File: config.mk
export PLATFORM = sky130hd
export DESIGN_NAME = io_sequencer
export DESIGN_NICKNAME = d
export VERILOG_FILES = /design/src/rtl/io_sequencer.sv
export SDC_FILE = /design/constraint.sdc
export NUM_CORES = 1
export LEC_CHECK = 0
export BUFFER_PORTS_ARGS = -buffer_cell sky130_fd_sc_hd__buf_2
export CORE_ASPECT_RATIO = 0.8
export CORE_UTILIZATION = 50
export CTS_BUF_LIST = sky130_fd_sc_hd__clkbuf_16
export DETAILED_ROUTE_END_ITERATION = 6
export GPL_TIMING_DRIVEN = 0
export PLACE_DENSITY = 0.85
export SKIP_CTS_REPAIR_TIMING = 1
export SYNTH_ARGS = -nofsm -noshare
export SYNTH_HDL_FRONTEND = slang
export SYNTH_SLANG_ARGS = --single-unit
export TNS_END_PERCENT = 30
File: constraint.sdc
create_clock -name clk -period 2.2 [get_ports clk]
set_input_delay 0.33 -clock clk [delete_from_list [all_inputs] [get_ports clk]]
set_output_delay 0.33 -clock clk [all_outputs]
set_load 0.005 [all_outputs]
File: src/rtl/io_sequencer.sv
// io_sequencer: the handshake between the CPU and the user's IO.
// The button is synchronized and debounced into a single-cycle press pulse.
// A four-state FSM stalls the CPU while an IO instruction waits for that press.
// After an instruction completes, the FSM stays in DONE until the CPU retires it.
// This keeps an instruction that is still decoded from being executed twice.
module io_sequencer #(
  parameter int DEB_CYCLES = 16,
  parameter bit OUT_ACK    = 1'b0
) (
  input  logic        clk,
  input  logic        bt_reset,
  input  logic        inop,
  input  logic        outop,
  input  logic        sleep,
  input  logic        step,
  input  logic        bt,
  input  logic [13:0] in,
  input  logic [31:0] dm,
  output logic [31:0] du,
  output logic [31:0] disp_val,
  output logic        await,
  output logic        update
);

  localparam int CW = (DEB_CYCLES < 2) ? 1 : $clog2(DEB_CYCLES + 1);

  typedef enum logic [1:0] {
    IDLE     = 2'd0,
    IN_WAIT  = 2'd1,
    OUT_WAIT = 2'd2,
    DONE     = 2'd3
  } state_t;

  state_t        state;
  state_t        state_next;
  logic          sync1;
  logic          sync2;
  logic          deb_level;
  logic [CW-1:0] deb_cnt;
  logic          press;
  logic          load_du;
  logic          load_disp;

  // Button synchronizer, then a debounce counter that accepts a new level
  // only after it has differed from the current one for DEB_CYCLES cycles.
  // press fires on the edge where the accepted level rises.
  always_ff @(posedge clk or negedge bt_reset) begin
    if (!bt_reset) begin
      sync1     <= 1'b0;
      sync2     <= 1'b0;
      deb_level <= 1'b0;
      deb_cnt   <= '0;
      press     <= 1'b0;
    end else begin
      sync1 <= bt;
      sync2 <= sync1;
      press <= 1'b0;
      if (sync2 != deb_level) begin
        if (deb_cnt == CW'(DEB_CYCLES - 1)) begin
          deb_level <= sync2;
          deb_cnt   <= '0;
          press     <= sync2;
        end else begin
          deb_cnt <= deb_cnt + 1'b1;
        end
      end else begin
        deb_cnt <= '0;
      end
    end
  end

  // FSM state register
  always_ff @(posedge clk or negedge bt_reset) begin
    if (!bt_reset) begin
      state <= IDLE;
    end else begin
      state <= state_next;
    end
  end

  // Next state, stall request and latch strobes. inop wins over outop.
  always_comb begin
    state_next = state;
    await      = 1'b0;
    load_du    = 1'b0;
    load_disp  = 1'b0;
    case (state)
      IDLE: begin
        if (inop) begin
          await      = 1'b1;
          state_next = IN_WAIT;
        end else if (outop) begin
          await      = OUT_ACK;
          load_disp  = 1'b1;
          state_next = OUT_ACK ? OUT_WAIT : DONE;
        end
      end
      IN_WAIT: begin
        await = 1'b1;
        if (press) begin
          load_du    = 1'b1;
          state_next = DONE;
        end
      end
      OUT_WAIT: begin
        await = 1'b1;
        if (press) begin
          state_next = DONE;
        end
      end
      DONE: begin
        if (step) begin
          state_next = IDLE;
        end
      end
      default: state_next = IDLE;
    endcase
  end

  // Data registers hold their values until the FSM strobes a new load.
  always_ff @(posedge clk or negedge bt_reset) begin
    if (!bt_reset) begin
      du       <= '0;
      disp_val <= '0;
    end else begin
      if (load_du) begin
        du <= {18'b0, in};
      end
      if (load_disp) begin
        disp_val <= dm;
      end
    end
  end

  assign update = ~(sleep | await);

endmodule
==> results of run 1 <==
==> power groups by stage <==
stage	sequential, mW	clock [mW]	combinational (mW)
after detailed placement	1.54	0	1.17
after global routing	1.57	1.37	1.28
after global placement	1.52	0	1.13
final	1.54	1.27	1.16
after floorplan	1.55	0	0.677
after CTS	1.54	1.30	1.17
==> path summary, 6_finish.rpt <==
check | cells past startpoint | to | slack [ns] | start
worst min register to register | 0 | sync2$_DFF_PN0_ | 0.36 | sync1$_DFF_PN0_
min in group clk | 1 | sync1$_DFF_PN0_ | 0.13 | bt
worst max-delay path | 6 | update | 0.34 | state[0]$_DFFE_PN0P_
max in group asynchronous | 2 | disp_val[10]$_DFFE_PN0P_ | 1.59 | bt_reset
worst max register to register | 5 | disp_val[22]$_DFFE_PN0P_ | 0.69 | state[1]$_DFFE_PN0P_
worst min-delay path | 1 | disp_val[20]$_DFFE_PN0P_ | 0.04 | bt_reset
==> area by class of cell <==
class                      count  area, um^2  area share
buffer                        22         176      0.0510
clock buffer                   9         225      0.0652
clock inverter                 6        51.3      0.0148
inverter                       4        15.0     0.00434
multi-input combinational     98         966       0.280
sequential                    57        1430       0.413
tap                           60        75.1      0.0217
timing repair buffer         101         520       0.151
==> through the flow <==
step	setup WS, ns	power [mW]	instance area (um^2)	instances	utilization
after detailed placement	0.642	2.71	3160	341	0.671
after global routing	0.166	4.22	3460	357	0.734
final	0.337	3.97	3460	357	0.734
after global placement	0.670	2.65	3160	341	0.671
after CTS	0.305	4.01	3440	356	0.730
after floorplan	0.802	2.23	2580	181	-
==> state kept, by name, summed over array words and instances, names as in the netlist <==
register   cells
du            14
disp_val      32
deb_level      1
deb_cnt        5
state          2
press          1
sync1          1
sync2          1
==> cells in the mapped netlist, drive strengths merged, types with 2 or more instances <==
library cell  number  share of area
mux2              47           0.25
inv                4         0.0060
nand2              4         0.0060
dfrtp             57           0.57
xnor2              2         0.0070
buf               22          0.070
nor2               5         0.0074
ha                 6          0.030
mux2i              2         0.0079
nand2b             2         0.0050
nand3              2         0.0040
==> layer usage <==
| layer | track usage | vias up | wire [um] |
|---|---|---|---|
| li1 | - | 781 | - |
| met1 | 0.232 | 767 | 2000 |
| met2 | 0.327 | 87 | 2290 |
| met3 | 0.0944 | 4 | 441 |
| met4 | 0.0469 | 0 | 36 |
| met5 | 0 | - | 0 |
==> cell families after synthesis <==
kind of cell | count (synthesis)
mux | 49
fa+ha+maj | 6
buf+inv | 26
flops | 57
xor+xnor | 2
other cells | 1
compound gates | 4
simple gates | 19
==> worst max-delay path, cell delays in order (launching register included) <==
cell     delay, ns
dfrtp_1       0.39
inv_1         0.09
ha_1          0.34
a21oi_1       0.13
nor2_1        0.08
nor2_1        0.07
buf_2         0.11
==> impl_metrics.tcl, run 1 <==
set metrics [dict create \
    status "completed" \
    power.leakage_nw 1.94 \
    synth_seq_cells 57 \
    clockRootBuffer "clkbuf_16" \
    worst_pin_slew_ns 0.657 \
    dp_hpwl_um 3440 \
    vias 1639 \
    core_area_um2 4710 \
    syn_inst 164 \
    drt_pass1_iterations 4 \
    p_per_area_nw_per_um2 1150 \
    antennaDiodeCount 0 \
    syn_area_um2 2520 \
    start_util 0.535 \
    grtUsageTotal 0.198 \
    fillers 329 \
    post-route-period-util 0.847 \
    async_reset_ff_frac 1.00 \
    drt_wl_total_um 4760 \
    fmax_mhz 537 \
    min_path_type "in2async" \
    setup_tns_ns 0 \
    nets 352 \
    most-common-layout-cells "100 x buf_2, 57 x dfrtp_1, 30 x mux2_4" \
    pwr-share-seq 0.388 \
    ant_nets 0 \
    core.rowCount 22 \
    syn_area_per_cell_um2 15.4 \
    synth_top_family_by_area "multiplexers" \
    grt_pass1_wl_um 7520 \
    h-tree-depth 3 \
    synth_compound_area_frac 0.0124 \
    grt_overflow 0 \
    crit_path_start_kind "flip-flop" \
    synth_xor_xnor_area_share 0.00695 \
    synth_edf_count 0 \
    post_synth_fa_ha_maj_area_fraction 0.0298 \
    yosys.area_share.simple 0.0447 \
    area_growth_syn_to_layout_pct 37.1 \
    whs_ns 0.0447 \
    cts.path.max_buffers 2 \
    hold_violations 0 \
    drv_cap 0 \
    cts_inserted_buffers 9 \
    switching_share 0.259 \
    layout_min_cycle_time_ns 1.86 \
    drc_errors 0 \
    cts_tree "done" \
    grt_pass1_vias 1643 \
    combPwrFrac 0.292 \
    die_h_um 65.5 \
    dieArea_um2 5330 \
    switching_power_mw 1.03 \
    viasPerCell 4.59 \
    rsz0062_at_grt "false" \
    ys.warnings.count 0 \
    antenna_found_initial 0 \
    layout-drive-gt1-share 0.620 \
    crit_type "reg2out" \
    p_int_mw 2.94 \
    drv_slew 0 \
    io_buffers 100 \
    cp-end-kind "output pin" \
    slew_headroom 0.562 \
    cp_max_fo 4 \
    grt_max_degree 58 \
    die-width_um 81.4 \
    worstPathArrival_ns 1.53 \
    critPathRequiredTime_ns 1.87 \
    setup_viol 0 \
    clkPwrFrac 0.320 \
    finClkSkew_ns 0.00390 \
    final_common_cell "buf_2" \
    muxShareOfSynthArea 0.263 \
    clock-sinks 57 \
    insertion_delay_ns 0.31 \
    path_clk_slew_ns 0.05 \
    wl_per_cell_um 13.3 \
    ir_worst_vdd_mv 0.782 \
    routabilityCongestion 0.778 \
    seq_area_frac_synth 0.566 \
    ys.flop_type "dfrtp_1" \
    drt_iter0_drc 35 \
    top_level_ports 119 \
    synthDistinctLibCells 24 \
]
Note: power is estimated with default switching activity, not from simulation.
==> run 2: changes to the inputs <==
Settings changed: ABC_AREA set to 1, CORE_UTILIZATION 50 to 42, PLACE_DENSITY 0.85 to 0.75.
Clock period 2.2 ns to 1.66 ns, I/O delays scaled along.
==> run 2 against run 1 <==
  * The flow now finishes with violations (hold timing, setup timing)
  * Total power increased by 45%
  * Critical path type unchanged
  * Count of clock-buffer cells in the layout did not move
  * Sequential share of layout area decreased by 2.7 points
  * Combinational power up 59%
  * Area after synthesis is 5.9% higher
  * Synthesized cell count increased by 73%
  * Setup slack got worse by 0.37 ns
  * Die area up 25%
  * Flip-flop and latch count unchanged
  * Sequential power grew 31%
==> impl_metrics.tcl, run 2 <==
set metrics [dict create \
    seq_area_frac_synth 0.534 \
    pre_cts_ws_ns 0.217 \
    met2_usage 0.287 \
    largest_reg_flops 32 \
    critPathRequiredTime_ns 1.41 \
    cts_inserted_buffers 9 \
    status "complete, but fails checks" \
    ant_nets 0 \
    antennaDiodeCount 0 \
    synth_edf_count 0 \
    drt_iter0_drc 52 \
    top_register "disp_val" \
    synth_commonest_cells "79 x nand2_1, 57 x dfrtp_1, 45 x inv_1" \
    cts.path.max_buffers 2 \
    ir_worst_vdd_mv 0.895 \
    p_per_area_nw_per_um2 1560 \
    gr-usage-met3 0.0549 \
    routabilityCongestion 0.726 \
    clockRootBuffer "clkbuf_16" \
    yosys.area.top_type_share 0.534 \
    post_dp_cell_area_um2 3330 \
    top_level_ports 119 \
    path_clk_slew_ns 0.05 \
    cts_tree "done" \
    ys.flop_type "dfrtp_1" \
    grtUsageTotal 0.170 \
    yosys.area.top_type "dfrtp_1" \
    fin_util 0.616 \
    syn_inst 284 \
    synthTopCellsByArea "dfrtp_1 53%, nand2_1 11%, o21ai_2 11%" \
    wl_per_cell_um 10.9 \
    core.rowCount 25 \
    cp_max_fo 5 \
    antenna_found_initial 0 \
    reg_top3 "disp_val x32, du x14, deb_cnt x5" \
    h-tree-depth 3 \
    whs_ns -0.0164 \
    rsz0062_at_grt "true" \
    drc_errors 0 \
    syn_area_per_cell_um2 9.40 \
    crit_path_start_kind "flip-flop" \
    grt_pass1_vias 2045 \
    min_path_type "in2async" \
    total_power_mw 5.76 \
    nets 476 \
    dp_hpwl_um 3890 \
    met1_usage 0.203 \
    vias 2180 \
    hold_violations 25 \
    grt_busiest_layer "met2" \
    setup_viol 1 \
    stdcell_area_um2 3700 \
    die_h_um 73.3 \
    dieArea_um2 6680 \
    start_util 0.444 \
    core_area_um2 6010 \
    setup_tns_ns -0.0341 \
    synth_most_common_cell "nand2_1" \
    drv_slew 0 \
    finClkSkew_ns 0.00293 \
    post-route-period-util 1.02 \
    drv_cap 0 \
    ys.warnings.count 0 \
    r2r_cells 6 \
    worstSetupEndpoint "update" \
    layout_min_cycle_time_ns 1.69 \
    grt_overflow 0 \
    syn_area_um2 2670 \
    die-width_um 91.1 \
    reg2reg_to "du[4]$_DFFE_PN0P_" \
    drt_pass1_iterations 4 \
    failed_checks "hold timing, setup timing" \
    most-common-layout-cells "101 x buf_2, 79 x nand2_1, 57 x dfrtp_1" \
    final_common_cell "buf_2" \
    layout-drive-gt1-share 0.445 \
    startpoint "state[0]$_DFFE_PN0P_" \
    async_reset_ff_frac 1.00 \
    area_growth_syn_to_layout_pct 38.7 \
    slew_headroom 0.527 \
    synthDistinctLibCells 20 \
    synth_seq_cells 57 \
    worst_pin_slew_ns 0.709 \
    grt_pass1_wl_um 8830 \
    r2r-start "state[0]$_DFFE_PN0P_" \
    dpl.cell_count 482 \
    clock-sinks 57 \
    fin_ws_ns -0.0341 \
    grt_max_degree 58 \
    drt_wl_total_um 5460 \
    io_buffers 100 \
    r2r_setup_slack_ns 0.30 \
    fin_cells 503 \
    insertion_delay_ns 0.31 \
    worstPathArrival_ns 1.45 \
    viasPerCell 4.33 \
    fmax_mhz 590 \
    power.leakage_nw 2.10 \
    cp-end-kind "output pin" \
    crit_type "reg2out" \
]
==> run 2: cell count changes after synthesis, sizes merged, moves of 5 or more <==
| cell | delta |
|---|---|
| o21ai | +31 |
| mux2 | -47 |
| nand3 | +19 |
| nand2 | +76 |
| buf | +5 |
| inv | +42 |
==> run 2: worst max-delay path, cell delays in order, from the launching register on <==
cell     delay [ns]
dfrtp_1        0.42
inv_2          0.08
ha_4           0.28
inv_2          0.04
a21oi_2        0.13
nor2_1         0.05
buf_2          0.12
==> run 2: kinds of logic (layout without fill, tap and decap cells) <==
logic type / after synthesis / in the layout / share of synthesized area
compound gates: 33 / 33 / 0.107
xor+xnor: 2 / 2 / 0.00656
buf+inv: 74 / 195 / 0.149
simple gates: 111 / 111 / 0.173
other cells: 1 / 18 / 0.00141
flops: 57 / 57 / 0.534
fa+ha+maj: 6 / 6 / 0.0281
==> run 2: worst min path at each step <==
stage,to,slack [ns],cells after the start
final,disp_val[2]$_DFFE_PN0P_,-0.02,1
after global routing,sync1$_DFF_PN0_,0.03,1
after CTS,sync1$_DFF_PN0_,0.03,1
after detailed placement,sync2$_DFF_PN0_,0.34,0
after global placement,sync2$_DFF_PN0_,0.33,0
after floorplan,deb_cnt[0]$_DFF_PN0_,-0.05,0
==> run 2: layer usage <==
metal / wire length [um] / part of all wire / vias up
met5: 0 / 0 / -
met4: 55 / 0.010 / 0
met3: 370 / 0.068 / 9
met2: 2600 / 0.48 / 77
met1: 2440 / 0.45 / 1001
li1: - / - / 1093
==> run 2: final cells by class <==
| cell class | instances | area, um^2 |
|---|---|---|
| fill | 533 | 2300 |
| sequential | 57 | 1430 |
| multi-input combinational | 170 | 925 |
| timing repair buffer | 105 | 541 |
| clock buffer | 9 | 225 |
| buffer | 28 | 225 |
| inverter | 46 | 173 |
| tap | 81 | 101 |
| clock inverter | 7 | 86.3 |
==> run 2: power by group <==
| part | switching [mW] | internal, mW | total [mW] |
|---|---|---|---|
| registers | 0.220 | 1.79 | 2.01 |
| logic | 0.946 | 0.904 | 1.85 |
| clock network | 0.602 | 1.30 | 1.90 |
